## src/rtl/vv_cfg_pkg.sv

```systemverilog
// Shared types for the vectorVectorALU firmware loader: sequencer states,
// firmware table selectors and the config-bus header code that starts a load.
package vv_cfg_pkg;

   typedef enum logic [1:0] {
      IDLE  = 2'd0,
      DRAIN = 2'd1,
      LOAD  = 2'd2,
      DONE  = 2'd3
   } cfg_state_e;

   typedef enum logic [2:0] {
      FW_OP         = 3'd0,
      FW_ADDR_RD    = 3'd1,
      FW_COND       = 3'd2,
      FW_CACHE      = 3'd3,
      FW_CACHE_ADDR = 3'd4,
      FW_CACHE_COND = 3'd5
   } fw_field_e;

   localparam logic [7:0] CFG_HDR_LOAD = 8'hA5;

endpackage

```

## src/rtl/vv_alu_config_ctrl.sv

```systemverilog
// Firmware loader/sequencer for one vectorVectorALU: gates tracing, drains the
// ALU pipeline, then streams the per-chain firmware tables out of the config bus.
module vv_alu_config_ctrl
   import vv_cfg_pkg::*;
#(
   parameter int MAX_CHAINS         = 4,
   parameter int PERSONAL_CONFIG_ID = 0,
   parameter int DRAIN_CYCLES       = 2,
   parameter int NUM_FIELDS         = 6
) (
   input  logic                          clk,
   input  logic                          reset_n,
   input  logic                          tracing_in,
   input  logic                          cfg_valid,
   input  logic [7:0]                    cfg_id,
   input  logic [7:0]                    cfg_data,
   output logic                          cfg_ready,
   output logic                          tracing,
   output logic                          fw_we,
   output logic [2:0]                    fw_field,
   output logic [$clog2(MAX_CHAINS)-1:0] fw_chain,
   output logic [7:0]                    fw_data,
   output logic                          busy,
   output logic                          err
);

   localparam int CW = $clog2(MAX_CHAINS);
   localparam int DW = $clog2(DRAIN_CYCLES + 1);

   cfg_state_e    state_q, state_d;
   logic [DW-1:0] drain_q, drain_d;
   fw_field_e     field_q, field_d;
   logic [CW-1:0] chain_q, chain_d;
   logic          we_q, we_d;
   logic [2:0]    wfield_q, wfield_d;
   logic [CW-1:0] wchain_q, wchain_d;
   logic [7:0]    wdata_q, wdata_d;
   logic          err_q, err_d;

   logic accept, match, last_beat;

   assign cfg_ready = (state_q == IDLE) || (state_q == LOAD);
   assign tracing   = tracing_in && (state_q == IDLE);
   assign busy      = (state_q != IDLE);

   assign accept    = cfg_valid && cfg_ready;
   assign match     = (cfg_id == 8'(PERSONAL_CONFIG_ID));
   assign last_beat = (field_q == 3'(NUM_FIELDS - 1)) && (chain_q == CW'(MAX_CHAINS - 1));

   always_comb begin
      state_d  = state_q;
      drain_d  = drain_q;
      field_d  = field_q;
      chain_d  = chain_q;
      we_d     = 1'b0;
      wfield_d = wfield_q;
      wchain_d = wchain_q;
      wdata_d  = wdata_q;
      err_d    = err_q;
      unique case (state_q)
         IDLE: begin
            // Foreign-id beats are swallowed here so the shared bus never stalls.
            if (accept && match) begin
               if (cfg_data == CFG_HDR_LOAD) begin
                  err_d   = 1'b0;
                  drain_d = DW'(DRAIN_CYCLES - 1);
                  state_d = DRAIN;
               end else begin
                  err_d = 1'b1;
               end
            end
         end
         DRAIN: begin
            if (drain_q == '0) begin
               field_d = FW_OP;
               chain_d = '0;
               state_d = LOAD;
            end else begin
               drain_d = drain_q - 1'b1;
            end
         end
         LOAD: begin
            if (accept) begin
               if (match) begin
                  we_d     = 1'b1;
                  wfield_d = field_q;
                  wchain_d = chain_q;
                  wdata_d  = cfg_data;
                  if (last_beat) begin
                     state_d = DONE;
                  end else if (chain_q == CW'(MAX_CHAINS - 1)) begin
                     chain_d = '0;
                     field_d = fw_field_e'(field_q + 3'd1);
                  end else begin
                     chain_d = chain_q + 1'b1;
                  end
               end else begin
                  err_d   = 1'b1;
                  state_d = DONE;
               end
            end
         end
         DONE: state_d = IDLE;
         default: state_d = IDLE;
      endcase
   end

   // Firmware contents live in the ALU; only sequencing state is cleared here.
   always_ff @(posedge clk) begin
      if (!reset_n) begin
         state_q  <= IDLE;
         drain_q  <= '0;
         field_q  <= FW_OP;
         chain_q  <= '0;
         we_q     <= 1'b0;
         wfield_q <= '0;
         wchain_q <= '0;
         wdata_q  <= '0;
         err_q    <= 1'b0;
      end else begin
         state_q  <= state_d;
         drain_q  <= drain_d;
         field_q  <= field_d;
         chain_q  <= chain_d;
         we_q     <= we_d;
         wfield_q <= wfield_d;
         wchain_q <= wchain_d;
         wdata_q  <= wdata_d;
         err_q    <= err_d;
      end
   end

   assign fw_we    = we_q;
   assign fw_field = wfield_q;
   assign fw_chain = wchain_q;
   assign fw_data  = wdata_q;
   assign err      = err_q;

endmodule
```

## config.mk

```make
export PLATFORM = sky130hd
export DESIGN_NAME = vv_alu_config_ctrl
export DESIGN_NICKNAME = d
export VERILOG_FILES = /design/src/rtl/vv_cfg_pkg.sv /design/src/rtl/vv_alu_config_ctrl.sv
export SDC_FILE = /design/constraint.sdc
export NUM_CORES = 1
export LEC_CHECK = 0
export ABC_AREA = 1
export CAP_MARGIN = 25
export CELL_PAD_IN_SITES_DETAIL_PLACEMENT = 1
export CELL_PAD_IN_SITES_GLOBAL_PLACEMENT = 1
export CORE_MARGIN = 4
export CORE_UTILIZATION = 29
export DETAILED_ROUTE_END_ITERATION = 8
export GPL_TIMING_DRIVEN = 0
export PLACE_DENSITY = 0.87
export SLEW_MARGIN = 0
export SYNTH_ARGS = -nofsm -noshare
export SYNTH_HDL_FRONTEND = slang
export SYNTH_SLANG_ARGS = --single-unit
export TNS_END_PERCENT = 50
```

## constraint.sdc

```tcl
create_clock -name clk -period 1.5 [get_ports clk]
set_input_delay 0.225 -clock clk [delete_from_list [all_inputs] [get_ports clk]]
set_output_delay 0.225 -clock clk [all_outputs]
set_load 0.02 [all_outputs]
```

==> load_flow_metrics.sql, run 1 <==
INSERT INTO impl_metrics (metric_group, metric, value, unit) VALUES
('pwr', 'power.share.switching', '20.9', '%'),
('clocking', 'numClockSinks', '24', ''),
('timing', 'setup-tns-final', '-0.287', 'ns'),
('logic_synthesis', 'postSynthRegisterBits', '24', ''),
('logic_synthesis', 'synth_seq_area_share', '37.5', '%'),
('timing', 'hold_violations', '0', ''),
('logic_synthesis', 'netlist_instances', '187', ''),
('global_routing', 'globalRouteOverflowTotal', '0', ''),
('clocking', 'cts_inserted_buffers', '3', ''),
('global_routing', 'groute.usage.overall', '13.3', '%'),
('clocking', 'clock_tree.buffer_depth', '2', ''),
('flow_run', 'cap_violations', '0', ''),
('route', 'drt-initial-drc-count', '26', ''),
('route', 'drt.antenna.violating_nets', '0', ''),
('worst_setup_path', 'timing.rr.start', 'state_q[0]', ''),
('worst_setup_path', 'reg2reg_setup_slack', '-0.06', 'ns'),
('clocking', 'clkSlewWorstSetupHoldPaths', '0.09', 'ns'),
('pwr', 'ir_worst_vdd', '342', 'uV'),
('layout', 'syn2layout_area_growth', '64.5', '%'),
('clocking', 'tritoncts_clock_tree', 'built', ''),
('layout', 'final_util', '50.8', '%'),
('layout', 'nets', '272', ''),
('hold_path', 'hold_start', 'fw_field[1]', ''),
('worst_setup_path', 'timing.critical_path.from_type', 'flip-flop', ''),
('clocking', 'root_buffer', 'clkbuf_8', ''),
('layout', 'drive_above_1_share', '29.6', '%'),
('layout', 'num_antenna_cells', '0', ''),
('clocking', 'clkLatencyLatePin', '0.28', 'ns'),
('global_routing', 'grt_antenna_before_repair', '0', ''),
('route', 'route.detailed.wl_per_inst', '15.4', 'um'),
('status', 'violated_checks', 'setup timing', ''),
('timing', 'finalSetupViolations', '12', ''),
('worst_setup_path', 'critical_path.reg2reg.endpoint', 'chain_q[1]', ''),
('timing', 'worst_clock_skew', '0.00572', 'ns'),
('global_routing', 'maximum_number_of_pins_on_one_net_before_global_route_repair', '15', ''),
('clocking', 'htree_num_levels', '1', ''),
('timing', 'max_slew.worst_pin.slew', '0.636', 'ns'),
('route', 'vias_per_cell', '4.80', ''),
('global_routing', 'grt_pass1_vias', '1312', ''),
('pwr', 'leakagePower', '0.844', 'nW'),
('worst_setup_path', 'critical_path_class', 'flip-flop to flip-flop', ''),
('status', 'run_status', 'complete, but fails checks', ''),
('timing', 'setup_ws_final', '-0.0633', 'ns'),
('hold_path', 'timing.hold.worst_path_depth', '2', ''),
('placed_design', 'post-dp-hpwl', '2500', 'um'),
('hold_path', 'path_class_of_the_lowest_slack_min_delay_path', 'flip-flop to flip-flop', ''),
('placed_design', 'placed_instances', '274', ''),
('worst_setup_path', 'worst-endpoint-arrival', '1.73', 'ns'),
('timing', 'fin_crit_sh', '104', '%'),
('timing', 'max-slew-margin-rel', '57.6', '%'),
('layout', 'final_design_area_no_fill', '2110', 'um2'),
('floorplanning', 'die-width', '74.4', 'um'),
('route', 'drt_pre_antenna_iters', '4', ''),
('pwr', 'p_clk_share', '43.6', '%'),
('placed_design', 'gp_routability_congestion', '0.751', ''),
('hold_path', 'worst_hold_path.endpoint', 'fw_field[1]', ''),
('timing', 'unrepaired_setup_endpoints_after_global_routing', 'true', ''),
('placed_design', 'place.port_buffers', '37', ''),
('pwr', 'combPwrFrac', '8.9', '%'),
('floorplanning', 'die_h', '74.4', 'um'),
('worst_setup_path', 'timing.critical_path.required', '1.67', 'ns'),
('route', 'post_route_drc', '0', ''),
('logic_synthesis', 'synthesis.area_per_instance', '6.84', 'um2'),
('route', 'vias', '1406', ''),
('pwr', 'p_total', '1.33', 'mW'),
('logic_synthesis', 'net_count_of_the_mapped_netlist', '215', ''),
('floorplanning', 'initial_core_util', '30.9', '%'),
('floorplanning', 'floorplan.die_area', '5540', 'um2'),
('timing', 'final_period_minus_worst_setup_slack', '1.56', 'ns'),
('clocking', 'hold_buffers', '0', ''),
('worst_setup_path', 'worst-path-max-fanout', '6', '');
[worst max-delay path: stages, from the launching register on]
cell     delay, ns
dfxtp_4       0.37
inv_4         0.08
ha_4          0.19
buf_4         0.20
nand3_2       0.17
nand2_2       0.19
nand3_1       0.10
nand2_1       0.09
nor2_1        0.06
[worst max-delay path by stage]
| stage | startpoint | slack, ns | depth (start not counted) | endpoint |
|---|---|---|---|---|
| final | state_q[0] | -0.06 | 8 | chain_q[1] |
| after global placement | state_q[0] | -0.26 | 6 | cfg_ready |
| after global routing | cfg_id[7] | -0.15 | 9 | fw_chain[0] |
| after CTS | state_q[0] | -0.03 | 11 | drain_q[1] |
| after detailed placement | state_q[0] | -0.27 | 6 | cfg_ready |
| after floorplan | state_q[0] | 0.03 | 9 | fw_data[5] |
[metal layers]
metal / GRT usage (%) / share of wire, %
met5: 0 / 0
met4: 1.78 / 1.6
met3: 3.65 / 5.3
met2: 24.3 / 55
met1: 15.9 / 38
[power by group through the flow]
stage          Clock (mW)  Combinational, mW  Sequential, mW
6_report            0.581              0.118           0.633
5_1_grt             0.615              0.128           0.633
4_1_cts             0.595              0.103           0.637
3_5_place_dp            0             0.0967           0.652
3_3_place_gp            0             0.0951           0.652
2_1_floorplan           0             0.0327           0.652
[flip-flops by register name (all words and copies together) (netlist names)]
signal,flops
fw_chain,2
drain_q,2
err,1
state_q,2
fw_data,8
field_q,3
fw_field,3
fw_we,1
chain_q,2
[synthesized netlist by cell type]
| master | count | area, um2 |
|---|---|---|
| o21ai_0 | 13 | 65.1 |
| buf_4 | 2 | 15.0 |
| clkbuf_1 | 1 | 3.75 |
| nor2_4 | 1 | 11.3 |
| nand3_1 | 14 | 70.1 |
| buf_6 | 1 | 11.3 |
| nor2_1 | 25 | 93.8 |
| nand2_2 | 1 | 6.26 |
| xnor2_1 | 1 | 8.76 |
| ha_1 | 8 | 100 |
| dfxtp_1 | 24 | 480 |
| nor3_1 | 1 | 5.00 |
| o21ai_1 | 1 | 5.00 |
| inv_2 | 2 | 7.51 |
| buf_1 | 1 | 3.75 |
| inv_1 | 31 | 116 |
| or2_2 | 4 | 25.0 |
| nand2_1 | 36 | 135 |
| nand3_2 | 1 | 10.0 |
| a21oi_1 | 18 | 90.1 |
| a21oi_4 | 1 | 16.3 |
[per-stage QoR]
stage | setup WS [ns] | hold slack (ns)
4_1_cts | -0.0344 | 0.455
5_1_grt | -0.150 | 0.487
3_5_place_dp | -0.273 | 0.439
3_3_place_gp | -0.264 | 0.432
2_1_floorplan | 0.0290 | 0.363
6_report | -0.0633 | 0.452
[cell type report]
type,count,area (um2),area share (%)
Sequential cell,24,488,23.2
Timing Repair Buffer,51,480,22.8
Clock buffer,3,41.3,1.96
Inverter,33,139,6.60
Clock inverter,1,30.0,1.43
Multi-Input combinational cell,127,835,39.6
Buffer,4,30.0,1.43
Tap cell,50,62.6,2.97
[cells in the final DEF (no fill, tap or decap), types with 3 or more instances in the layout]
cell and instances:
clkdlybuf4s50_1 33, o21ai_2 12, dfxtp_1 22, nand2_4 3
a21oi_1 15, inv_1 27, or2_2 3, nand3_1 11
clkbuf_8 3, nor2_1 22, nand2_1 29, a21oi_2 3
inv_4 3, buf_4 11, nor2_4 3, ha_4 3
ha_1 5, buf_6 6, nand2_2 6, nand3_2 3
[logic make-up after synthesis]
kind of cell             Yosys count  share of synthesized area, %
flip-flops                        24                          37.5
AO/OA/AOI/OAI                     33                          13.8
XOR/XNOR                           1                         0.684
buffers and inverters             38                          12.3
adder cells (fa/ha/maj)            8                          7.82
AND/OR/NAND/NOR                   83                          27.9
[repair_timing]
item / 4_1_cts / 5_1_grt
resized for setup: 36 / 52
setup endpoints to repair: 26 / 28
pin swaps: 2 / 16
cloned: 2 / 1
buffers inserted: 4 / 9
endpoints found under the hold margin: 0 / 0
No activity file was read; power rests on OpenSTA's default activity.
==> run 2, diff against run 1 <==
--- a/config.mk
+++ b/config.mk
@@ -6,7 +6,7 @@
 export NUM_CORES = 1
 export LEC_CHECK = 0
 export ABC_AREA = 1
-export CAP_MARGIN = 25
+export CAP_MARGIN = 20
 export CELL_PAD_IN_SITES_DETAIL_PLACEMENT = 1
 export CELL_PAD_IN_SITES_GLOBAL_PLACEMENT = 1
 export CORE_MARGIN = 4
==> results of run 2 <==
Final layout, timing and power as in run 1 (identical DEF).
